--- src/rtl/uart_frame_pkg.sv ---
// uart_frame_pkg: parser states, abort codes and default frame marker shared by the frame parser.
package uart_frame_pkg;
  typedef enum logic [2:0] {ST_HUNT, ST_CMD, ST_LEN, ST_PAYLOAD, ST_CHKSUM, ST_HOLD} state_e;
  localparam logic [2:0] ERR_NONE     = 3'd0;
  localparam logic [2:0] ERR_PARITY   = 3'd1;
  localparam logic [2:0] ERR_FRAMING  = 3'd2;
  localparam logic [2:0] ERR_LEN      = 3'd3;
  localparam logic [2:0] ERR_CHECKSUM = 3'd4;
  localparam logic [2:0] ERR_TIMEOUT  = 3'd5;
  localparam logic [7:0] DEFAULT_SYNC = 8'hA5;
  function automatic logic in_frame(state_e s);
    return s inside {ST_CMD, ST_LEN, ST_PAYLOAD, ST_CHKSUM};
  endfunction
endpackage

--- src/rtl/uart_frame_payload_buf.sv ---
// uart_frame_payload_buf: single-write, registered-read payload store; contents survive reset.
module uart_frame_payload_buf #(
  parameter int DEPTH = 16,
  parameter int AW = 4
) (
  input  logic          clk,
  input  logic          rst,
  input  logic          we,
  input  logic [AW-1:0] wr_addr,
  input  logic [7:0]    wr_data,
  input  logic [AW-1:0] rd_addr,
  output logic [7:0]    rd_data
);
  logic [7:0] mem [DEPTH];
  logic [7:0] rd_data_d, rd_data_q;
  always_comb rd_data_d = mem[rd_addr];
  always_ff @(posedge clk) begin
    if (we) mem[wr_addr] <= wr_data;
    rd_data_q <= rst ? '0 : rd_data_d;
  end
  assign rd_data = rd_data_q;
endmodule

--- src/rtl/uart_rx_frame_parser.sv ---
// uart_rx_frame_parser: assembles SYNC/CMD/LEN/PAYLOAD/CHK frames from the UART byte stream and presents them via valid/ack.
module uart_rx_frame_parser
  import uart_frame_pkg::*;
#(
  parameter int          MAX_PAYLOAD    = 16,
  parameter logic [7:0]  SYNC_BYTE      = DEFAULT_SYNC,
  parameter int          TIMEOUT_CYCLES = 4096,
  parameter int          ADDR_WIDTH     = (MAX_PAYLOAD > 1) ? $clog2(MAX_PAYLOAD) : 1
) (
  input  logic                  CLK,
  input  logic                  RST,
  input  logic                  iDE,
  input  logic [7:0]            iDATA,
  input  logic                  iRETRY,
  input  logic                  iPARITY_ERROR,
  input  logic                  iCMD_ACK,
  input  logic [ADDR_WIDTH-1:0] iRD_ADDR,
  output logic                  oCMD_VALID,
  output logic [7:0]            oCMD,
  output logic [7:0]            oLEN,
  output logic [7:0]            oRD_DATA,
  output logic                  oFRAME_ERROR,
  output logic [2:0]            oERR_CODE,
  output logic                  oOVERRUN,
  output logic [7:0]            oERR_CNT
);
  localparam int TW = $clog2(TIMEOUT_CYCLES) + 1;
  localparam logic [TW-1:0] TMO_LAST = TW'(TIMEOUT_CYCLES - 2);
  state_e state_q, state_d;
  logic [7:0] cmd_q, cmd_d, len_q, len_d, chk_q, chk_d, cnt_q, cnt_d;
  logic [ADDR_WIDTH-1:0] idx_q, idx_d;
  logic [TW-1:0] tmo_q, tmo_d;
  logic [2:0] code_q, code_d, abort_code;
  logic valid_q, valid_d, ferr_q, ferr_d, ovr_q, ovr_d;
  logic good, par, frm, live, timeout, abort, we;
  assign par = iDE & iPARITY_ERROR;
  assign frm = ~iDE & iRETRY;
  assign good = iDE & ~iPARITY_ERROR;
  assign live = in_frame(state_q);
  // the counter is compared before its increment, so an iDE on the terminal cycle still wins
  assign timeout = live & ~iDE & (tmo_q == TMO_LAST);
  always_comb begin
    state_d = state_q;
    cmd_d = cmd_q;
    len_d = len_q;
    idx_d = idx_q;
    chk_d = chk_q;
    tmo_d = (live & ~iDE) ? tmo_q + 1'b1 : '0;
    valid_d = valid_q;
    ovr_d = 1'b0;
    we = 1'b0;
    abort = live & (par | frm | timeout);
    abort_code = par ? ERR_PARITY : frm ? ERR_FRAMING : timeout ? ERR_TIMEOUT : ERR_NONE;
    case (state_q)
      ST_HUNT: if (good && iDATA == SYNC_BYTE) begin
        state_d = ST_CMD;
        chk_d = '0;
      end
      ST_CMD: if (good) begin
        cmd_d = iDATA;
        chk_d = chk_q ^ iDATA;
        state_d = ST_LEN;
      end
      ST_LEN: if (good) begin
        len_d = iDATA;
        chk_d = chk_q ^ iDATA;
        if (int'(iDATA) > MAX_PAYLOAD) begin
          abort = 1'b1;
          abort_code = ERR_LEN;
        end else if (iDATA == 8'd0) begin
          state_d = ST_CHKSUM;
        end else begin
          idx_d = '0;
          state_d = ST_PAYLOAD;
        end
      end
      ST_PAYLOAD: if (good) begin
        we = 1'b1;
        chk_d = chk_q ^ iDATA;
        idx_d = idx_q + 1'b1;
        state_d = (8'(idx_q) == len_q - 8'd1) ? ST_CHKSUM : ST_PAYLOAD;
      end
      ST_CHKSUM: if (good) begin
        if (iDATA == chk_q) begin
          state_d = ST_HOLD;
          valid_d = 1'b1;
        end else begin
          abort = 1'b1;
          abort_code = ERR_CHECKSUM;
        end
      end
      ST_HOLD: begin
        ovr_d = iDE;
        if (iCMD_ACK) begin
          valid_d = 1'b0;
          state_d = ST_HUNT;
        end
      end
      default: state_d = ST_HUNT;
    endcase
    if (abort) state_d = ST_HUNT;
    ferr_d = abort;
    code_d = abort ? abort_code : code_q;
    cnt_d = ((abort | ovr_d) && cnt_q != 8'hFF) ? cnt_q + 8'd1 : cnt_q;
  end
  always_ff @(posedge CLK) begin
    if (RST) begin
      state_q <= ST_HUNT;
      cmd_q <= '0;
      len_q <= '0;
      idx_q <= '0;
      chk_q <= '0;
      tmo_q <= '0;
      valid_q <= 1'b0;
      ferr_q <= 1'b0;
      code_q <= ERR_NONE;
      ovr_q <= 1'b0;
      cnt_q <= '0;
    end else begin
      state_q <= state_d;
      cmd_q <= cmd_d;
      len_q <= len_d;
      idx_q <= idx_d;
      chk_q <= chk_d;
      tmo_q <= tmo_d;
      valid_q <= valid_d;
      ferr_q <= ferr_d;
      code_q <= code_d;
      ovr_q <= ovr_d;
      cnt_q <= cnt_d;
    end
  end
  uart_frame_payload_buf #(.DEPTH(MAX_PAYLOAD), .AW(ADDR_WIDTH)) u_buf (
    .clk(CLK),
    .rst(RST),
    .we(we),
    .wr_addr(idx_q),
    .wr_data(iDATA),
    .rd_addr(iRD_ADDR),
    .rd_data(oRD_DATA)
  );
  assign oCMD_VALID = valid_q;
  assign oCMD = cmd_q;
  assign oLEN = len_q;
  assign oFRAME_ERROR = ferr_q;
  assign oERR_CODE = code_q;
  assign oOVERRUN = ovr_q;
  assign oERR_CNT = cnt_q;
endmodule

--- config.mk ---
export PLATFORM = sky130hd
export DESIGN_NAME = uart_rx_frame_parser
export DESIGN_NICKNAME = d
export VERILOG_FILES = /design/src/rtl/uart_frame_pkg.sv /design/src/rtl/uart_frame_payload_buf.sv /design/src/rtl/uart_rx_frame_parser.sv
export SDC_FILE = /design/constraint.sdc
export NUM_CORES = 1
export LEC_CHECK = 0
export CAP_MARGIN = 15
export CORE_AREA = 2 2 159 122
export DETAILED_ROUTE_END_ITERATION = 8
export DIE_AREA = 0 0 161 124
export DONT_BUFFER_PORTS = 1
export SLEW_MARGIN = 20
export SYNTH_ARGS = -nofsm -noshare
export SYNTH_HDL_FRONTEND = slang
export SYNTH_SLANG_ARGS = --single-unit
export TNS_END_PERCENT = 100
--- constraint.sdc ---
create_clock -name CLK -period 2.9 [get_ports CLK]
set_input_delay 0.29 -clock CLK [delete_from_list [all_inputs] [get_ports CLK]]
set_output_delay 0.29 -clock CLK [all_outputs]
set_load 0.01 [all_outputs]
Word level (Yosys, flattened, before mapping)
Memory sizes are Yosys's and may differ from the RTL's. A register that Yosys moved wholly into a read port is not among the register bits.
Cells that the tools add are included.
{"block": "totals", "register_bits": 58, "ram_bits": 128, "in_bits": 18, "out_inout_bits": 38, "word_cells": 108, "n_memories": 1}
{"block": "op_classes", "add_sub_neg": 4, "order_cmp": 1, "n_eq_ne": 20, "mux": 41, "bitwise_logic": 13, "reduce_logical": 17}
{"name": "u_buf.mem", "depth": 16, "word_bits": 8, "rd": 1, "rd_ports_with_merged_regs": 1, "wr": 1, "line": "uart_frame_payload_buf.sv:14", "source": "logic [7:0] mem [DEPTH];"}
{"operator": "$mux 3", "n": 17}
{"operator": "$pmux 3 s6", "n": 1}
{"operator": "$mux 4", "n": 4}
{"operator": "$mux 8", "n": 2}
{"operator": "$ne 2x2->1 const B", "n": 8}
{"operator": "$pmux 8 s2", "n": 1}
{"operator": "$add 13x1->13 const B", "n": 1}
{"operator": "$eq 13x12->1 const B", "n": 1}
{"operator": "$mux 1", "n": 12}
{"operator": "$add 8x1->8 const B", "n": 1}
{"operator": "$eq 4x8->1", "n": 1}
{"operator": "$eq 8x8->1", "n": 1}
{"operator": "$eq 8x8->1 const B", "n": 1}
{"operator": "$gt 8x5->1 const B", "n": 1}
{"operator": "$logic_not 8->1", "n": 1}
{"operator": "$ne 8x8->1 const B", "n": 1}
{"operator": "$pmux 4 s2", "n": 1}
{"operator": "$reduce_and 8->1", "n": 1}
{"operator": "$sub 8x1->8 const B", "n": 1}
{"operator": "$xor 8x8->8", "n": 1}
{"operator": "$and 1x1->1", "n": 6}
{"operator": "$eq 3x2->1 const B", "n": 2}
{"operator": "$eq 3x3->1 const B", "n": 2}
{"operator": "$pmux 3 s2", "n": 1}
{"operator": "other kinds (16)", "n": 27}

Longest topological paths before layout
Gate-level depths: netlist of run 1.
{"block": "depth", "ltp_word": 11, "ltp_mapped": 8, "mapped_depth_nobuf": 8}

By module
Synthesis of run 1 repeated with hierarchy kept, for this count alone.
{"block": "unflattened", "hier_cells": 610, "area_unflattened_um2": 8240.4}
{"mod": "uart_frame_payload_buf", "n_inst": 1, "cells_each": 259, "area_each_um2": 5282.6, "seq_area_each_um2": 4003.8}
{"mod": "uart_rx_frame_parser", "n_inst": 1, "cells_each": 351, "area_each_um2": 2957.8, "seq_area_each_um2": 1161.1}

Worst setup path before layout of run 1
OpenSTA, ideal clock, no wires.
{"block": "synth_path", "path_type": "register -> register", "startpoint": "reg state_q[1]", "endpoint": "mem u_buf.mem[0][0], enable pin", "setup_time_ns": 0.383, "arrival_time_ns": 1.908, "required_ns": 2.517, "slack_ns": 0.608, "stages_incl_launch_ff": 7, "n_path_buf": 1, "period_less_slack_ns": 2.292, "path_cell_list": "dfxtp_1 clkbuf_1 nor2b_1 nand2_1 nor2_1 nand2_1 nor3_1"}
{"block": "synth_between", "elab_chain_cells": 4}
{"element": "from (decl)", "line": "uart_rx_frame_parser.sv:29", "source": "state_e state_q, state_d;"}
{"element": "from (signal assigned)", "line": "uart_rx_frame_parser.sv:120", "source": "state_q <= state_d;"}
{"element": "$eq 3x2->1", "line": "uart_rx_frame_parser.sv:54", "source": "case (state_q)"}
{"element": "$mux 1", "line": "uart_rx_frame_parser.sv:54"}
{"element": "$mux 1", "line": "uart_frame_payload_buf.sv:18", "source": "if (we) mem[wr_addr] <= wr_data;"}
{"element": "$mux 1 (implied by the code)", "line": "uart_frame_payload_buf.sv:18"}
{"element": "to (decl)", "line": "uart_frame_payload_buf.sv:14"}
Every way passes these cells.

Worst setup path in the final report of run 1
{"block": "layout_path", "startpoint": "reg state_q[1]", "endpoint": "mem u_buf.mem[2][2], enable pin"}
The elaborated chain is that of the path after synthesis.

==> run summary, run 1 <==
Status = finished, final reports clean
Non-filler cells in the finished layout = 861
Warnings from Yosys = 0
Sw power = 0.00111 W
Io pins = 56
Drc violations = 0
PostCTS Resize Cnt = 0
Vias in the first global route = 4755
CTS tree = built
Final worst path period need = 2.24 ns
CP Max Fanout = 13
Post-route ant nets = 0
Post-layout nets = 627
Max H-tree Level = 4
Setup CP Type = reg -> reg
Hold_buf cts = 10
Crit path max-delay family = simple AND/OR/NAND/NOR gates
Final Skew = 0.0184 ns
Drt first pass iters = 5
Pwr dens = 596 nW/um^2
Initial Utilization = 44.4%
Final setup TNS = 0 ns
CTS Root Cell = clkbuf_16
Hold/Removal Path Class = in -> reg
Largest net degree at the start of global routing = 42
Gr ovfl total = 0
Initial detailed-routing violation count = 502
Area Growth Syn to Fin = 12.3%
Clock Pin Slew Worst Setup and Hold Paths = 0.07 ns
Fmax = 447 MHz
Via count = 4896
Wire length per cell = 21.6 um
Clock tree buffer depth = 2
Critical Path Start = state_q[1]
Initial antenna violation count = 0
Register area share after synthesis = 63.7%
Kind of start point of the critical path = flip-flop
Async SR Flop Fraction = 0%
PortBufs = 0
Final weighted congestion in routability-driven placement = 0.814
FF+latch count, synth = 194
Slowest cell on crit path = dfxtp_1
WP data arrival = 2.36 ns
Syn nets = 612
CTS sink cnt = 194
Worst Path Buf+Inv = 2
Synthesized area = 8110 um^2
Core ar. = 18300 um^2
Die Ht = 124 um
Crit end category = flip-flop
Placed insts = 818
Critical Path Max Stage Delay = 0.48 ns
Fin. Hold Viols = 0
Post-DP HPWL = 11800 um
Worst skew pair latency = 0.43 ns
Fillers = 1553
Vias per cell = 5.69
Slew HR = 55.2%
Setup Fix Bufs, Post-CTS = 0
Max IR drop VDD = 0.268 mV
Switching share of power = 20.5%
Post-synth EDFFs = 128
RSZ-0062 raised after global routing = no
Pint = 0.00432 W
Worst-Margin Slew = 0.670 ns
Die area = 20000 um^2
Comb power frac = 3.1%
Syn avg cell area = 13.8 um^2
Layout cell share with drive strength beyond 1 = 16.3%
TritonCTS buffer count = 17
Setup violators final = 0
Crit-path cells = nor2b_1, buf_4, nand2_1, nor2_1, nand2_1, nor3_1, buf_4
Die width = 161 um
Reg2reg start = state_q[1]
First-pass GRT wire length = 28500 um
GRT Util Overall = 19.6%
Required time worst endpoint = 3.02 ns
Syn Inst Count = 586
Critical hold path startpoint = iDATA[7]
Most common flop cell mapped by yosys = edfxtp_1
Antenna diodes = 0
Reg power frac = 54.5%
Total power = 0.00543 W
Synth unique cells = 52
Cell Rows = 43
Final period utilization = 77.1%
Max cap viols = 0
Leak pwr = 2.95 nW
Max Transition Viols Final = 0
Clk pwr share = 42.5%
Final Util = 49.8%
Final WL = 18600 um
==> synth_stat cells, types with 3 or more instances <==
library cell    n  area [um^2]
edfxtp_1      128         3840
dfxtp_1        66         1320
nor2_1         58          218
mux4_2         40          901
a21oi_1        32          160
nand2_1        29          109
nand3_1        24          120
clkbuf_1       22         82.6
o21ai_0        19         95.1
nor3_1         16         80.1
xnor2_1        12          105
nand3b_1       10         75.1
or3_1          10         62.6
and2_1          9         56.3
inv_1           9         33.8
mux2i_1         9         90.1
ha_1            8          100
buf_2           7         35.0
nand4_1         7         43.8
xor2_1          7         61.3
nand2b_1        5         31.3
a211oi_1        4         30.0
nor2b_1         4         25.0
o21ai_1         4         20.0
o31ai_1         4         30.0
or2_2           4         25.0
a31oi_1         3         18.8
and3_1          3         18.8
and3b_1         3         26.3
buf_4           3         22.5
==> logic make-up (layout without fill, tap and decap cells) <==
group	Yosys count	after routing	synth area share, %
flops	194	194	63.7
simple gates	190	190	11.8
compound gates	81	81	6.42
mux	50	50	12.4
buf+inv	44	72	2.47
xor+xnor	19	19	2.05
fa+ha+maj	8	8	1.23
==> power by group through the flow <==
stage | Combinational (W) | Sequential, W | Clock, W
floorplan | 0.000136 | 0.00302 | 0
detailed placement | 0.000115 | 0.00302 | 0
finish | 0.000166 | 0.00296 | 0.00231
global route | 0.000175 | 0.00296 | 0.00247
CTS | 0.000164 | 0.00296 | 0.00235
global placement | 0.000114 | 0.00302 | 0
==> through the flow <==
stage	hold WS, ns	worst slack [ns]	instance area, um^2
after global routing	0.00678	0.448	9110
after floorplan	0.389	0.608	8110
final	0.0212	0.663	9110
after detailed placement	0.365	0.714	8410
after global placement	0.362	0.777	8410
after CTS	0.00287	0.700	9100
==> layout make-up <==
class                   instances  area (um^2)  area share (%)
flip-flops and latches        194         5160            56.7
multi-input cells             348         2750            30.2
clock buffers                  18          429            4.71
well taps                     247          309            3.39
repair buffers                 31          270            2.97
clock inverters                14          156            1.72
inverters                       9         33.8           0.371
==> worst paths after layout <==
| path | endpoint | slack (ns) | cells after the start |
|---|---|---|---|
| min | oCMD[7] | 0.02 | 2 |
| max reg2reg | u_buf.mem[2][2] | 0.66 | 7 |
| min reg2reg | tmo_q[0] | 0.48 | 1 |
| max | u_buf.mem[2][2] | 0.66 | 7 |
==> state kept, by name (all words and copies together), names as in the netlist <==
| signal | cells |
|---|---|
| u_buf.mem | 128 |
| tmo_q | 13 |
| chk_q | 8 |
| oCMD | 8 |
| oERR_CNT | 8 |
| oLEN | 8 |
| u_buf.rd_data | 8 |
| idx_q | 4 |
| oERR_CODE | 3 |
| state_q | 3 |
| oCMD_VALID | 1 |
| oFRAME_ERROR | 1 |
| oOVERRUN | 1 |
==> cells in the final DEF (no fill, tap or decap), types with 10 or more instances in the layout <==
cell and count:
mux4_2 40, or3_1 10, clkbuf_16 17, nor2_1 58, o21ai_0 19, xnor2_1 12, nand2_1 29, nand3_1 24
edfxtp_1 128, dlygate4sd3_1 10, a21oi_1 32, dfxtp_1 66, nand3b_1 10, buf_4 20, nor3_1 16
==> per-layer routing <==
| metal | vias up | share of wire (%) | global-route usage [%] |
|---|---|---|---|
| li1 | 2250 | - | - |
| met1 | 2462 | 46 | 28.6 |
| met2 | 172 | 44 | 28.8 |
| met3 | 12 | 8.5 | 5.09 |
| met4 | 0 | 1.1 | 6.08 |
| met5 | - | 0 | 0 |
==> worst register-to-register path, stage by stage, from the launching register on <==
cell and delay, ns:
dfxtp_1 0.48, nor2b_1 0.17, buf_4 0.20, nand2_1 0.10, nor2_1 0.36, nand2_1 0.20, nor3_1 0.21, buf_4 0.22
Power figures use the tool's default switching activity.
==> run 2, diff against run 1 <==
==> constraint.sdc (replaced) <==
create_clock -name CLK -period 2.19 [get_ports CLK]
set_input_delay 0.219 -clock CLK [delete_from_list [all_inputs] [get_ports CLK]]
set_output_delay 0.219 -clock CLK [all_outputs]
set_load 0.01 [all_outputs]
==> run 2 against run 1 <==
Compared with the run above: wire length rose by 1.4%; worst hold slack gained 0.019 ns; die area unchanged; combinational power up 36%; clock skew fell by 0.0067 ns; utilization rose by 0.62 points; design area increased by 1.2%; clock power is 39% higher; worst setup slack got worse by 0.54 ns; count of clock-buffer cells in the layout decreased by 1; critical path type unchanged; largest power group unchanged.
==> run summary, run 2 (synthesis gave the netlist of run 1 again) <==
Hold WS = 0.0400 ns (was 0.0212 ns)
Die Ht = 124 um (unchanged)
Clock Pin Slew Worst Setup and Hold Paths = 0.07 ns (about the same)
Status = finished, final reports clean (unchanged)
First-pass GRT wire length = 28700 um (was 28500 um)
Post-DP HPWL = 11800 um (about the same)
CTS sink cnt = 194 (unchanged)
Final setup TNS = 0 ns (unchanged)
Drt first pass iters = 5 (unchanged)
Setup Fix Bufs, Post-CTS = 0 (unchanged)
Pwr dens = 797 nW/um^2 (was 596 nW/um^2)
Die area = 20000 um^2 (unchanged)
Critical hold path startpoint = iPARITY_ERROR (was iDATA[7])
Hold endpoint = idx_q[1] (was oCMD[7])
R2R Path End = oERR_CNT[7] (was u_buf.mem[2][2])
Io pins = 56 (unchanged)
Via count = 4985 (was 4896)
Cell Rows = 43 (unchanged)
PortBufs = 0 (unchanged)
CTS tree = built (unchanged)
Worst-Margin Slew = 0.916 ns (was 0.670 ns)
Top flop regs = u_buf.mem: 128 flops, tmo_q: 13 flops (unchanged)
Worst R2R Setup Slack = 0.13 ns (was 0.66 ns)
Gr ovfl total = 0 (unchanged)
Post-route ant nets = 0 (unchanged)
CTS Root Cell = clkbuf_16 (unchanged)
Initial detailed-routing violation count = 567 (was 502)
Cells on worst reg2reg path = 6 (was 7)
Final Skew = 0.0117 ns (was 0.0184 ns)
Largest net degree at the start of global routing = 42 (unchanged)
Core ar. = 18300 um^2 (unchanged)
Final worst path period need = 2.06 ns (was 2.24 ns)
Vias in the first global route = 4772 (was 4755)
TritonCTS buffer count = 17 (unchanged)
Max cap viols = 0 (unchanged)
Fmax = 485 MHz (was 447 MHz)
Kind of start point of the critical path = flip-flop (unchanged)
Required time worst endpoint = 2.55 ns (was 3.02 ns)
CP Max Fanout = 11 (was 13)
Final period utilization = 94.2% (was 77.1%)
Final weighted congestion in routability-driven placement = 0.818 (was 0.814)
Die width = 161 um (unchanged)
Vias per cell = 5.74 (was 5.69)
WP data arrival = 2.42 ns (was 2.36 ns)
Final WL = 18900 um (was 18600 um)
Most frequent cells in the layout = 128 x edfxtp_1, 66 x dfxtp_1, 58 x nor2_1 (unchanged)
Max FFs per register = 128 (unchanged)
Max Transition Viols Final = 0 (unchanged)
Clock tree buffer depth = 2 (unchanged)
Max IR drop VDD = 0.436 mV (was 0.268 mV)
Largest Register = u_buf.mem (unchanged)
Drc violations = 0 (unchanged)
Layout cell share with drive strength beyond 1 = 18.2% (was 16.3%)
Hold Path Cell Cnt = 3 (was 2)
Worst skew pair latency = 0.43 ns (about the same)
Area Growth Syn to Fin = 13.7% (was 12.3%)
Fin. Hold Viols = 0 (unchanged)
Setup CP Type = reg -> reg (unchanged)
Post-layout nets = 634 (was 627)
Most common cell after layout, fill and taps aside = edfxtp_1 (unchanged)
Setup violators final = 0 (unchanged)
Reg2reg start = state_q[2] (was state_q[1])
Max H-tree Level = 4 (unchanged)
Crit end category = flip-flop (unchanged)
Wire length per cell = 21.7 um (was 21.6 um)
GRT Util Overall = 19.9% (was 19.6%)
Initial Utilization = 44.4% (unchanged)
Slew HR = 38.8% (was 55.2%)
Initial antenna violation count = 1 (was 0)
Leak pwr = 3.01 nW (was 2.95 nW)
Hold/Removal Path Class = in -> reg (unchanged)
RSZ-0062 raised after global routing = no (unchanged)
run 2: final cells by class:
cell class                      instances  area (um^2)
Antenna cell                            1         2.50
Clock buffer                           17          425
Clock inverter                         15          194
Fill cell                            1543         9070
Inverter                                9         33.8
Multi-Input combinational cell        349         2780
Sequential cell                       194         5160
Tap cell                              247          309
Timing Repair Buffer                   37          315
run 2: worst max path at each step:
| stage | startpoint | to | depth (start not counted) |
|---|---|---|---|
| after detailed placement | tmo_q[0] | oERR_CNT[1] | 7 |
| after global routing | state_q[2] | oERR_CNT[7] | 6 |
| after CTS | tmo_q[0] | oERR_CNT[1] | 7 |
| final | state_q[2] | oERR_CNT[7] | 6 |
| after global placement | tmo_q[0] | oERR_CNT[1] | 7 |
| after floorplan | state_q[1] | u_buf.mem[0][0] | 6 |
run 2: what timing repair did:
action,in CTS,in global routing
hold buffers,11,0
gates resized for setup,0,4
endpoints found under the hold margin,169,0
setup endpoints to repair,0,7
run 2: through the flow:
| step | worst slack (ns) | cells | cell area, um^2 | utilization (%) | power [W] |
|---|---|---|---|---|---|
| 5_1_grt | 0.0136 | 868 | 9220 | 50.4 | 0.00758 |
| 2_1_floorplan | -0.102 | 586 | 8110 | - | 0.00418 |
| 3_3_place_gp | 0.110 | 824 | 8450 | 46.2 | 0.00415 |
| 3_5_place_dp | 0.0502 | 824 | 8450 | 46.2 | 0.00415 |
| 4_1_cts | 0.0258 | 867 | 9190 | 50.2 | 0.00741 |
| 6_report | 0.127 | 869 | 9220 | 50.4 | 0.00735 |
run 2: routing by layer:
metal  track usage, %  share of wire, %
met1             28.7                47
met2             30.4                45
met3             4.10               6.8
met4             6.31               1.0
met5                0                 0
run 2: where the power goes:
part / leakage [nW] / switching, W / internal (W)
Combinational: 1.02 / 0.000110 / 0.000115
Sequential: 1.68 / 0.0000116 / 0.00390
Clock: 0.305 / 0.00147 / 0.00174
Total: 3.01 / 0.00159 / 0.00576
run 2: worst max-delay path: stages (launching register included):
cell and delay, ns:
dfxtp_1 0.41, nand2b_2 0.26, a2111oi_2 0.32, a311o_2 0.28, o31ai_4 0.10, or4_1 0.48, a21oi_1 0.14
